--- src/rtl/viterbi_pkg.sv ---
// Package for the Viterbi add-compare-select datapath.
// Holds the default code parameters, the state-count derivation and the
// helper functions shared by the ACS array and its cells:
//   num_states - number of trellis states for a constraint length
//   parity     - XOR reduction of a tap-masked shift register
//   exp_sym    - expected coded symbol {c0,c1} leaving predecessor p on input u
//   mod_lt     - wrap-around "a < b" via the sign bit of (a - b) mod 2^w
package viterbi_pkg;

  localparam int K_DEFAULT = 3;
  localparam int G0_DEFAULT = 'o7;
  localparam int G1_DEFAULT = 'o5;

  function automatic int num_states(input int k);
    return 1 << (k - 1);
  endfunction

  function automatic logic parity(input logic [31:0] v);
    return ^v;
  endfunction

  // The input bit u sits in the MSB of the K-bit shift register, the
  // predecessor state fills the lower K-1 bits.
  function automatic logic [1:0] exp_sym(input int p, input int u, input int k,
                                         input int g0, input int g1);
    logic [31:0] r;
    r = 32'((u << (k - 1)) | p);
    return {parity(r & 32'(g0)), parity(r & 32'(g1))};
  endfunction

  // Valid as long as the true spread between a and b is below 2^(w-1).
  function automatic logic mod_lt(input logic [31:0] a, input logic [31:0] b,
                                  input int w);
    return (((a - b) >> (w - 1)) & 32'd1) != 32'd0;
  endfunction

endpackage

--- src/rtl/acs_array_if.sv ---
// Interface bundling the branch-metric input stream and the decision output
// stream of the ACS array.
//   master: drives in_valid/sof/bm, observes the results (source/traceback side)
//   slave : the ACS array itself
interface acs_array_if #(
  parameter int K    = 3,
  parameter int BM_W = 2,
  parameter int PM_W = 6
);
  localparam int N = 1 << (K - 1);

  logic                 in_valid;
  logic                 sof;
  logic [4*BM_W-1:0]    bm;
  logic                 out_valid;
  logic [N-1:0]         decision;
  logic [K-2:0]         best_state;
  logic [N*PM_W-1:0]    pm_flat;

  modport master (
    output in_valid, sof, bm,
    input  out_valid, decision, best_state, pm_flat
  );

  modport slave (
    input  in_valid, sof, bm,
    output out_valid, decision, best_state, pm_flat
  );

endinterface

--- src/rtl/acs_array_cell.sv ---
// Single-state add-compare-select cell.
//   old0/old1 : path metrics of predecessors p0/p1
//   bm0/bm1   : branch metrics of the p0->s and p1->s transitions
//   new_pm    : surviving metric (modulo 2^PM_W)
//   dec       : 1 when p1 survives; ties favour p0
module acs_cell
  import viterbi_pkg::*;
#(
  parameter int BM_W = 2,
  parameter int PM_W = 6
) (
  input  logic [PM_W-1:0] old0,
  input  logic [PM_W-1:0] old1,
  input  logic [BM_W-1:0] bm0,
  input  logic [BM_W-1:0] bm1,
  output logic [PM_W-1:0] new_pm,
  output logic            dec
);

  logic [PM_W-1:0] cand0;
  logic [PM_W-1:0] cand1;

  always_comb begin
    cand0  = old0 + PM_W'(bm0);
    cand1  = old1 + PM_W'(bm1);
    // Strictly-less test, so an exact tie keeps the p0 candidate.
    dec    = mod_lt(32'(cand1), 32'(cand0), PM_W);
    new_pm = dec ? cand1 : cand0;
  end

endmodule

--- src/rtl/acs_array.sv ---
// Add-compare-select array of a Viterbi decoder.
// One path metric register per trellis state; each accepted branch-metric
// set advances the trellis by one step. Metrics wrap modulo 2^PM_W and are
// compared by sign of difference, so no normalisation is needed.
//   clk, rst          : clock, synchronous active-high reset
//   bus.in_valid/sof  : step strobe / frame restart (sof only with in_valid)
//   bus.bm            : four branch metrics, slice index {c0,c1}
//   bus.out_valid     : one-cycle strobe for each completed step
//   bus.decision      : survivor bits, bit s = 1 when p1 survived
//   bus.best_state    : lowest-metric state (lowest index on ties)
//   bus.pm_flat       : registered path metrics, state 0 in the LSBs
module acs_array
  import viterbi_pkg::*;
#(
  parameter int K         = K_DEFAULT,
  parameter int G0        = G0_DEFAULT,
  parameter int G1        = G1_DEFAULT,
  parameter int BM_W      = 2,
  parameter int PM_W      = 6,
  parameter int INIT_BIAS = 16
) (
  input logic        clk,
  input logic        rst,
  acs_array_if.slave bus
);

  localparam int N = num_states(K);

  logic [PM_W-1:0] pm_q   [N];
  logic [PM_W-1:0] old_pm [N];
  logic [PM_W-1:0] new_pm [N];
  logic [N-1:0]    dec_w;
  logic [K-2:0]    best_w;
  logic            out_valid_q;
  logic [N-1:0]    decision_q;
  logic [K-2:0]    best_q;

  // A frame start replaces the stored metrics by the start vector before
  // the step, so the first step of a frame needs no extra cycle.
  always_comb begin
    for (int i = 0; i < N; i++) begin
      if (bus.sof && bus.in_valid)
        old_pm[i] = (i == 0) ? '0 : PM_W'(INIT_BIAS);
      else
        old_pm[i] = pm_q[i];
    end
  end

  // Connectivity is fixed at elaboration: predecessors and the symbol each
  // branch expects are constants per state.
  for (genvar s = 0; s < N; s++) begin : g_cell
    localparam int P0 = (2 * s) % N;
    localparam int P1 = (2 * s + 1) % N;
    localparam int U  = (s >> (K - 2)) & 1;
    localparam logic [1:0] SYM0 = exp_sym(P0, U, K, G0, G1);
    localparam logic [1:0] SYM1 = exp_sym(P1, U, K, G0, G1);

    acs_cell #(
      .BM_W (BM_W),
      .PM_W (PM_W)
    ) u_cell (
      .old0   (old_pm[P0]),
      .old1   (old_pm[P1]),
      .bm0    (bus.bm[int'(SYM0)*BM_W +: BM_W]),
      .bm1    (bus.bm[int'(SYM1)*BM_W +: BM_W]),
      .new_pm (new_pm[s]),
      .dec    (dec_w[s])
    );

    assign bus.pm_flat[s*PM_W +: PM_W] = pm_q[s];
  end

  // Minimum search over the new metrics; strict less keeps the lower index
  // on ties.
  always_comb begin
    best_w = '0;
    for (int i = 1; i < N; i++) begin
      if (mod_lt(32'(new_pm[i]), 32'(new_pm[best_w]), PM_W))
        best_w = (K - 1)'(i);
    end
  end

  always_ff @(posedge clk) begin
    if (rst) begin
      for (int i = 0; i < N; i++)
        pm_q[i] <= (i == 0) ? '0 : PM_W'(INIT_BIAS);
      out_valid_q <= 1'b0;
      decision_q  <= '0;
      best_q      <= '0;
    end else begin
      out_valid_q <= bus.in_valid;
      if (bus.in_valid) begin
        for (int i = 0; i < N; i++)
          pm_q[i] <= new_pm[i];
        decision_q <= dec_w;
        best_q     <= best_w;
      end
    end
  end

  assign bus.out_valid  = out_valid_q;
  assign bus.decision   = decision_q;
  assign bus.best_state = best_q;

endmodule

--- src/flat_wrapper.sv ---
// flat-port wrapper written by rule: the top's interface ports become plain ports
module acs_array_flat import viterbi_pkg::*;
#(
  parameter int K         = K_DEFAULT,
  parameter int G0        = G0_DEFAULT,
  parameter int G1        = G1_DEFAULT,
  parameter int BM_W      = 2,
  parameter int PM_W      = 6,
  parameter int INIT_BIAS = 16
)
  (clk, rst, bus_in_valid, bus_sof, bus_bm, bus_out_valid, bus_decision, bus_best_state, bus_pm_flat);
  acs_array_if #(.K(K), .BM_W(BM_W), .PM_W(PM_W)) bus_i ();
  input logic clk;
  input logic rst;
  input wire logic [$bits(bus_i.in_valid)-1:0] bus_in_valid;
  input wire logic [$bits(bus_i.sof)-1:0] bus_sof;
  input wire logic [$bits(bus_i.bm)-1:0] bus_bm;
  output wire logic [$bits(bus_i.out_valid)-1:0] bus_out_valid;
  output wire logic [$bits(bus_i.decision)-1:0] bus_decision;
  output wire logic [$bits(bus_i.best_state)-1:0] bus_best_state;
  output wire logic [$bits(bus_i.pm_flat)-1:0] bus_pm_flat;
  assign bus_i.in_valid = bus_in_valid;
  assign bus_i.sof = bus_sof;
  assign bus_i.bm = bus_bm;
  assign bus_out_valid = bus_i.out_valid;
  assign bus_decision = bus_i.decision;
  assign bus_best_state = bus_i.best_state;
  assign bus_pm_flat = bus_i.pm_flat;
  acs_array #(.K(K), .G0(G0), .G1(G1), .BM_W(BM_W), .PM_W(PM_W), .INIT_BIAS(INIT_BIAS)) u_core (.clk(clk), .rst(rst), .bus(bus_i));
endmodule
--- config.mk ---
export PLATFORM = sky130hd
export DESIGN_NAME = acs_array_flat
export DESIGN_NICKNAME = d
export VERILOG_FILES = /design/src/rtl/viterbi_pkg.sv /design/src/rtl/acs_array_if.sv /design/src/rtl/acs_array_cell.sv /design/src/rtl/acs_array.sv /design/src/flat_wrapper.sv
export SDC_FILE = /design/constraint.sdc
export NUM_CORES = 1
export LEC_CHECK = 0
export CORE_MARGIN = 5
export CORE_UTILIZATION = 55
export DETAILED_ROUTE_END_ITERATION = 6
export PLACE_DENSITY = 0.8
export SYNTH_ARGS = -nofsm -noshare
export SYNTH_HDL_FRONTEND = slang
export SYNTH_HIERARCHICAL = 1
export SYNTH_SLANG_ARGS = --single-unit
--- constraint.sdc ---
create_clock -name clk -period 11.55 [get_ports clk]
set_input_delay 2.31 -clock clk [delete_from_list [all_inputs] [get_ports clk]]
set_output_delay 2.31 -clock clk [all_outputs]
set_load 0.01 [all_outputs]
Yosys cells after proc, flatten, opt, wreduce, memory -nomap -nowiden
Memory sizes are Yosys's and may differ from the RTL's. Index checks and enable logic that the tools add are counted.

Flip-flop bits (word level): 7. Bits in latches: 0. RAM bits: 24. ROM bits: 0. Input bits: 12. Output and inout bits: 31. Logic and storage cells: 54. Memories kept: 1.

Memories: u_core.pm_q (depth 4, width 6, read ports 4, clocked after memory_dff 0, write ports 4, RTL line acs_array.sv:29) `logic [PM_W-1:0] pm_q [N];`.

$add $sub $neg: 15. Multipliers: 0. Div/mod/pow operators: 0. Order comparisons: 2. Equality and inequality tests: 0. Shift operators: 0. Multiplexer cells: 26. Bitwise gates (word level): 6. Reduce and logical (&&, ||, !) cells: 1.

Operator list (count): $mux W6 (16); $add A6 B2 Y6 (8); $sub A6 B6 Y6 (7); $bmux W6 S2 (2); $ge A3 B3 Y1 const B (2); $mux W1 (6); $mux W2 (2); $or A1 B1 Y1 (4); $not A1 Y3 (1); $not A2 Y3 (1); $logic_and A1 B1 Y1 (1).

Logic depth before layout (Yosys ltp)
Gate-level depths: netlist of the first run.

Depth in word-level cells: 19. Depth in mapped cells: 39. Mapped depth without buffers: 37.

By module
Netlist of the first run, hierarchy kept.

By module, submodules not included: acs_array (instances 1, cells each 199, area each 2090.8 µm², sequential area each 860.8 µm²); acs_cell (instances 4, cells each 50, area each 434.2 µm², sequential area each 0.0 µm²).

Worst setup path before layout of the first run
OpenSTA, ideal clock, no wires.

Path type: input-to-reg. Start point: input bus_in_valid. End point: register u_core.best_q[0], in the netlist u_core/bus.best_state[0]. Setup time: 0.091 ns. Data arrival time: 9.361 ns. Required time: 11.459 ns. Slack: 2.098 ns. Stages: 38. Buffers on the path: 3. Cells stage by stage: clkbuf_1 nand2_1 clkbuf_1 and2_1 ha_1 a21o_1 nand2_1 xor2_1 inv_1 ha_1 a21o_1 a21oi_1 o21ai_1 xnor3_2 mux2i_1 inv_1 ha_1 and2_2 [... 2 more ...] nor2_1 a21oi_1 nor2_1 a21oi_1 ha_1 a21oi_1 o21ai_2 a41oi_1 nor2_2 xnor2_4 o21ai_0 ha_1 a21o_1 a21oi_1 nand2_1 o221ai_2 xnor2_1 a311oi_1.

RTL lines: start: declaration (RTL line flat_wrapper.sv:15) `input wire logic [$bits(bus_i.in_valid)-1:0] bus_in_valid;`; end signal: assignment (RTL line acs_array.sv:96) `best_q <= best_w;`; end: declaration (RTL line acs_array.sv:36) `logic [K-2:0] best_q;`.

==> reports/summary.txt, run 1 <==
Post-synthesis xor/xnor area fraction -> 0.1219
Global Route Usage Sum -> 0.2099
GRT overflow -> 0
# clock sinks -> 31
DRC violations left -> 0
Async SR Flop Fraction -> 0
Post-synthesis adder-cell area fraction -> 0.1857
Pwr dens -> 218.1 mW/mm²
Largest net degree at the start of global routing -> 26
Post-place setup slack -> 0.8224 ns
Cell Area, Synth -> 0.003827 mm²
Max Cap Viol -> 0
FF-to-FF End -> u_core/bus.best_state[0]
Mux contribution to synthesized area -> 0.08761
Top_reg_cell synth -> edfxtp_1
Combinational family with the most area after synthesis -> simple AND/OR/NAND/NOR gates
Drt first-iter violations -> 203
H-Tree Depth -> 2
Netlist cell types -> 56
Initial Util -> 0.5634
Post-CTS sizing -> 0
Final Hold Viols -> 0
Synth cell count leaders -> 45 x inv_1, 44 x ha_1, 42 x and2_1
Worst endpoint required time -> 11.74 ns
CTS max path bufs -> 2
CTS clk-pin slew, worst paths -> 0.07 ns
Post-synth top area cell -> edfxtp_1
Slew Viols, Final -> 0
Layout area overhead -> 15.40%
Clock tree from TritonCTS -> yes
Post-DRT Antenna Nets -> 0
Hold path depth -> 2
RSZ-0062 raised after global routing -> no
Die area -> 0.008727 mm²
Root Driver -> clkbuf_8
Final Critical Period -> 10.55 ns
Leak pwr -> 2.014 nW
F_max -> 94.75 MHz
Rows -> 30
Syn avg cell area -> 9.593 µm²
Placer congestion estimate -> 0.9432
Layout cells sized above 1 -> 0.1106
R2R depth -> 33
Diodes inserted -> 0
Max_slew headroom -> 0.1930
Post-DR wirelength/cell -> 16.68 µm
Synth area leaders -> edfxtp_1 19%, ha_1 14%, and2_1 6.9%
Core box area -> 0.006794 mm²
IO Count -> 43
FF/Latch Area -> 860.8 µm²
Cts bufs inserted -> 5
Worst path max stage delay -> 0.56 ns
Complex-gate fraction of the synthesized area -> 0.1255
Hold wc startpoint -> u_core/bus.best_state[0]
Post-synth top area share -> 0.1883
Mapped Cells -> 399
Final setup vio count -> 0
Filler cells -> 554
Seq cells post-synth -> 31
Die width -> 93.42 µm
Peak supply drop -> 0.2361 mV
Hold buffers post-CTS -> 0
Dpl hpwl -> 7669 µm
Synth Area in Simple Gates -> 0.1939
CP max-delay cell -> xnor3_2
Max FO, Critical Path -> 24
Run status -> completed
Buffers on Ports -> 42
Worst setup SP type -> input port
Pre-Repair DR Iteration Count -> 4
Tcrit/Tclk final -> 0.9138
Total number of vias -> 3008
Fin nets -> 506
Multi-input gate area -> 0.002735 mm²
Total wire length -> 8989 µm
Slew at the pin with the worst max-slew slack -> 1.208 ns
Final worst setup slack -> 0.9955 ns
First-pass GRT wire length -> 14460 µm
Setup Buffers After CTS -> 0
Dpl cell area -> 0.004328 mm²
Synth Warn # -> 6
Number of global-route vias before repair -> 2970
Most common cell on crit path -> ha_1
Latest clock arrival within the worst-skew pair -> 0.28 ns
R2r setup slk -> 3.71 ns
Die Y -> 93.42 µm
Top-count cell post-synth -> inv_1
Final Cell Area -> 0.004417 mm²
Setup total negative slack -> 0 ns
Antenna violations before repair -> 0
WHS Endpoint -> u_core/bus.best_state[0]
Syn Nets -> 463
Hold Crit Class -> reg -> reg
Post-synthesis sequential area ratio -> 0.2249
Worst reg2reg startpoint -> u_core/pm_q[3][0]
Vias per cell -> 5.581
Post-synth EDFFs -> 24
WS Path Type -> in -> reg
CP endpoint kind -> flop
Layout Skew -> 0.01056 ns
Crit path DAT -> 10.75 ns
==> per-stage QoR <==
stage / hold WS (ns) / power [mW] / util / cells
after global routing: 0.5351 / 1.058 / 0.6501 / 539
after CTS: 0.5048 / 0.9645 / 0.6501 / 539
after detailed placement: 0.4845 / 0.8800 / 0.6370 / 531
final: 0.5127 / 0.9631 / 0.6501 / 539
after floorplan: 0.4980 / 0.7235 / - / 399
after global placement: 0.4933 / 0.8562 / 0.6370 / 531
==> final cells by class <==
type	instances	area share
Multi-Input combinational cell	314	0.6193
Sequential cell	31	0.1949
Timing Repair Buffer	45	0.1003
Inverter	45	0.03824
Tap cell	96	0.02720
Clock buffer	5	0.01558
Clock inverter	3	0.004533
==> flip-flops by register name, indices dropped and copies added (netlist names) <==
signal	flops
u_core/bus.out_valid	1
u_core/bus.decision	4
u_core/bus.best_state	2
u_core/pm_q	24
==> power by group <==
group	switching, mW	internal [mW]
combinational	0.404	0.327
clock	0.0407	0.0418
sequential	0.0102	0.139
total	0.455	0.508
==> layout by cell type, fill, tap and decap left out, drive strengths merged, types with 2 or more instances in the layout <==
cell           netlist  final
a31oi                2      2
nor2b                2      2
nand4                9      9
xor2                29     29
a21oi               19     19
nand2b              12     12
edfxtp              24     24
nor2                19     19
dfxtp                7      7
o21ai               12     12
mux2i               26     26
a211o                2      2
xnor3                4      4
clkinvlp             0      2
buf                  2      3
fa                   8      8
a311oi               4      4
a211oi               2      2
nand2               27     27
and2                44     44
a21o                13     13
nand3b               4      4
mux2                 5      5
clkbuf               7      5
ha                  44     44
clkdlybuf4s50        0     42
nand3                6      6
inv                 45     45
xnor2                7      7
a41oi                2      2
==> worst max-delay path: cells and delay by family <==
| family | cells | cell delay (ns) |
|---|---|---|
| XOR/XNOR | 4 | 1.15 |
| AO/OA/AOI/OAI | 13 | 3.04 |
| buffers and inverters | 3 | 0.60 |
| adder cells (fa/ha/maj) | 6 | 1.84 |
| AND/OR/NAND/NOR | 8 | 1.43 |
| multiplexers | 1 | 0.39 |
==> how the worst max path moves through the flow <==
stage | startpoint | slack [ns] | to | cells past startpoint
3_3_place_gp | bus_sof | 0.97 | u_core/bus.best_state[0] | 35
4_1_cts | bus_in_valid | 1.09 | u_core/bus.best_state[0] | 35
2_1_floorplan | bus_in_valid | 2.10 | u_core/bus.best_state[0] | 38
6_report | bus_in_valid | 1.0 | u_core/bus.best_state[0] | 35
5_1_grt | bus_in_valid | 0.25 | u_core/bus.best_state[0] | 36
3_5_place_dp | bus_in_valid | 0.82 | u_core/bus.best_state[1] | 35
==> kinds of logic after synthesis <==
kind of cell,after synthesis
buffers and inverters,54
flip-flops,31
multiplexers,31
adder cells (fa/ha/maj),52
AND/OR/NAND/NOR,128
AO/OA/AOI/OAI,63
XOR/XNOR,40
==> metal layers <==
layer	track usage	wire [µm]	up-vias	share of wire
met4	0.05250	86	0	0.0096
met3	0.01609	621	8	0.069
li1	-	-	1461	-
met5	0	0	-	0
met2	0.3514	4372	88	0.49
met1	0.2931	3909	1451	0.43
Note: power is estimated with default switching activity, not from simulation.
==> inputs of run 2 (changes only) <==
Settings changed: CTS_CLUSTER_SIZE from default to 24, MAX_ROUTING_LAYER from default to met4.
==> run 2 against run 1 <==
  * Count of clock-buffer cells in the layout increased by 1
  * Clock power grew 32%
  * Via count about the same
  * Hold slack improved by 0.015 ns
  * Worst setup slack worse by 0.070 ns
  * Sequential power is essentially flat
  * Clock skew hardly changed
  * Power is 3.4% higher
  * Critical path type unchanged
  * Highest routed layer unchanged
==> reports/summary.txt, run 2 (synthesized netlist as in run 1, its figures left out) <==
Rows -> 30 (unchanged)
Root Driver -> clkbuf_8
Clk network pwr share -> 0.109 (+0.023)
Worst path max stage delay -> 0.56 ns (about the same)
Largest net degree at the start of global routing -> 26 (unchanged)
Final core utilization -> 0.6547 (+0.004604)
Core box area -> 0.006794 mm² (unchanged)
Most common cell on crit path -> ha_1
Sequential fraction of design power -> 0.150 (-0.005)
Final Hold Viols -> 0 (unchanged)
H-Tree Depth -> 2 (unchanged)
First-pass GRT wire length -> 14760 µm (+2.1%)
IO Count -> 43 (unchanged)
DRC violations left -> 0 (unchanged)
Max reg flops -> 24 (unchanged)
Setup Buffers After CTS -> 0 (unchanged)
Total number of vias -> 3011 (+0.10%)
Setup total negative slack -> 0 ns (unchanged)
Hold_ws -> 0.5280 ns (+0.01525 ns)
Diodes inserted -> 0 (unchanged)
Die area -> 0.008727 mm² (unchanged)
Commonest non-fill, non-tap cells in the layout -> 45 x inv_1, 44 x ha_1, 42 x clkdlybuf4s50_1, 42 x and2_1, 27 x nand2_1
CTS max path bufs -> 2 (unchanged)
Final Cell Area -> 0.004448 mm² (+0.71%)
Run status -> completed
CP endpoint kind -> flop
Leak pwr -> 2.036 nW (+1.1%)
F_max -> 94.12 MHz (-0.66%)
Int Power -> 0.5370 mW (+5.7%)
Commonest non-fill, non-tap cell in the layout -> inv_1
Hold wc startpoint -> u_core/bus.best_state[0]
R2R depth -> 33 (unchanged)
Latest clock arrival within the worst-skew pair -> 0.28 ns (about the same)
Initial Util -> 0.5634 (unchanged)
Switching part of the total -> 0.4608 (-0.01176)
Buffers on Ports -> 42 (unchanged)
# clock sinks -> 31 (unchanged)
Die Y -> 93.42 µm (unchanged)
GRT overflow -> 0 (unchanged)
Vias per cell -> 5.586 (about the same)
Hold Crit Class -> reg -> reg
Max FO, Critical Path -> 24 (unchanged)
Die width -> 93.42 µm (unchanged)
Antenna violations before repair -> 0 (unchanged)
Proportion of power drawn by combinational gates -> 0.741 (-0.018)
Max Cap Viol -> 0 (unchanged)
Worst setup SP type -> input port
R2r setup slk -> 3.64 ns (-0.07 ns)
Post-DR wirelength/cell -> 16.97 µm (+1.7%)
Post-CTS sizing -> 0 (unchanged)
Hold buffers post-CTS -> 0 (unchanged)
Worst reg2reg startpoint -> u_core/pm_q[3][0]
CP max-delay cell -> xnor3_2
Global Route Usage Sum -> 0.2210 (+0.01107)
Layout Skew -> 0.01033 ns (-0.0002336 ns)
Clock tree from TritonCTS -> yes
Tot Pwr -> 0.9959 mW (+3.4%)
Register with the most flip-flops -> u_core/pm_q
Cts bufs inserted -> 5 (unchanged)
Tcrit/Tclk final -> 0.9199 (+0.006090)
Peak supply drop -> 0.2468 mV (+4.5%)
Max_slew headroom -> 0.4098 (+0.2168)
Total wire length -> 9145 µm (+1.7%)
Pre-Repair DR Iteration Count -> 4 (unchanged)
Placer congestion estimate -> 0.9493 (+0.65%)
Hold path depth -> 2 (unchanged)
Post-DRT Antenna Nets -> 0 (unchanged)
WHS Endpoint -> u_core/bus.best_state[0]
CTS clk-pin slew, worst paths -> 0.07 ns (about the same)
Final Critical Period -> 10.62 ns (+0.07034 ns)
Layout area overhead -> 16.21%
Dpl hpwl -> 7578 µm (-1.2%)
Psw -> 0.4589 mW (+0.82%)
Filler cells -> 568 (+2.5%)
Slew at the pin with the worst max-slew slack -> 0.8607 ns (-0.3474 ns)
Drt first-iter violations -> 163 (-20%)
Pwr dens -> 223.9 mW/mm² (+2.7%)
RSZ-0062 raised after global routing -> no
Number of global-route vias before repair -> 3048 (+2.6%)
Slew Viols, Final -> 0 (unchanged)
WS Path Type -> in -> reg
Crit path DAT -> 10.82 ns (+0.07 ns)
FF-to-FF End -> u_core/bus.best_state[0]
Final setup vio count -> 0 (unchanged)
Worst endpoint required time -> 11.74 ns (about the same)
Layout cells sized above 1 -> 0.1129 (+0.002257)
Dpl cell area -> 0.004328 mm² (unchanged)
Fin nets -> 506 (unchanged)
## run 2: cell types whose count changed in the layout (fill, tap and decap cells not counted)
cell | before | now
clkinvlp_4 | 2 | 0
nor2b_1 | 1 | 0
bufinv_16 | 0 | 1
nor2b_2 | 0 | 1
clkbuf_8 | 5 | 6
## run 2: per-stage QoR
step	setup WS, ns	std cells
5_1_grt	0.3478	539
2_1_floorplan	2.098	399
3_3_place_gp	1.026	531
4_1_cts	1.058	539
3_5_place_dp	0.7615	531
6_report	0.9251	539
## run 2: power by group through the flow
stage | combinational [mW] | sequential, mW | clock [mW]
after floorplan | 0.568 | 0.155 | 0
after global placement | 0.704 | 0.151 | 0
after detailed placement | 0.722 | 0.152 | 0
after CTS | 0.730 | 0.149 | 0.112
after global routing | 0.812 | 0.151 | 0.117
final | 0.738 | 0.149 | 0.109
## run 2: layout make-up
class	count	area, µm²	share of cell area
clock buffer	6	82.58	0.01857
clock inverter	2	35.03	0.007876
inverter	45	168.9	0.03797
multi-input combinational	314	2738	0.6155
sequential	31	860.8	0.1935
tap	96	120.1	0.02700
timing repair buffer	45	442.9	0.09958
## run 2: worst max-delay path: cells and delay by family
family | cells | cell delay (ns)
compound gates | 13 | 3.13
fa+ha+maj | 6 | 1.85
simple gates | 8 | 1.42
xor+xnor | 4 | 1.14
buf+inv | 3 | 0.59
mux | 1 | 0.38
## run 2: metal layers
metal / GRT usage / share of wire / up-vias
met4: 0.05861 / 0.011 / 0
met3: 0.02655 / 0.053 / 10
met1: 0.2907 / 0.45 / 1462
li1: - / - / 1463
met5: - / 0 / -
met2: 0.3615 / 0.48 / 76
## run 2: worst max path at each step
stage / start / end / slack, ns / cells past startpoint
after detailed placement: bus_in_valid / u_core/bus.best_state[1] / 0.76 / 35
after global routing: bus_in_valid / u_core/bus.best_state[0] / 0.35 / 36
after CTS: bus_in_valid / u_core/bus.best_state[1] / 1.06 / 35
after global placement: bus_sof / u_core/bus.best_state[0] / 1.03 / 36
final: bus_in_valid / u_core/bus.best_state[0] / 0.93 / 35
after floorplan: bus_in_valid / u_core/bus.best_state[0] / 2.10 / 38
==> inputs of run 3 (changes only) <==
Settings changed: MAX_ROUTING_LAYER met4 to default.
==> results of run 3 <==
Final layout, timing and power as in run 1 (identical DEF).
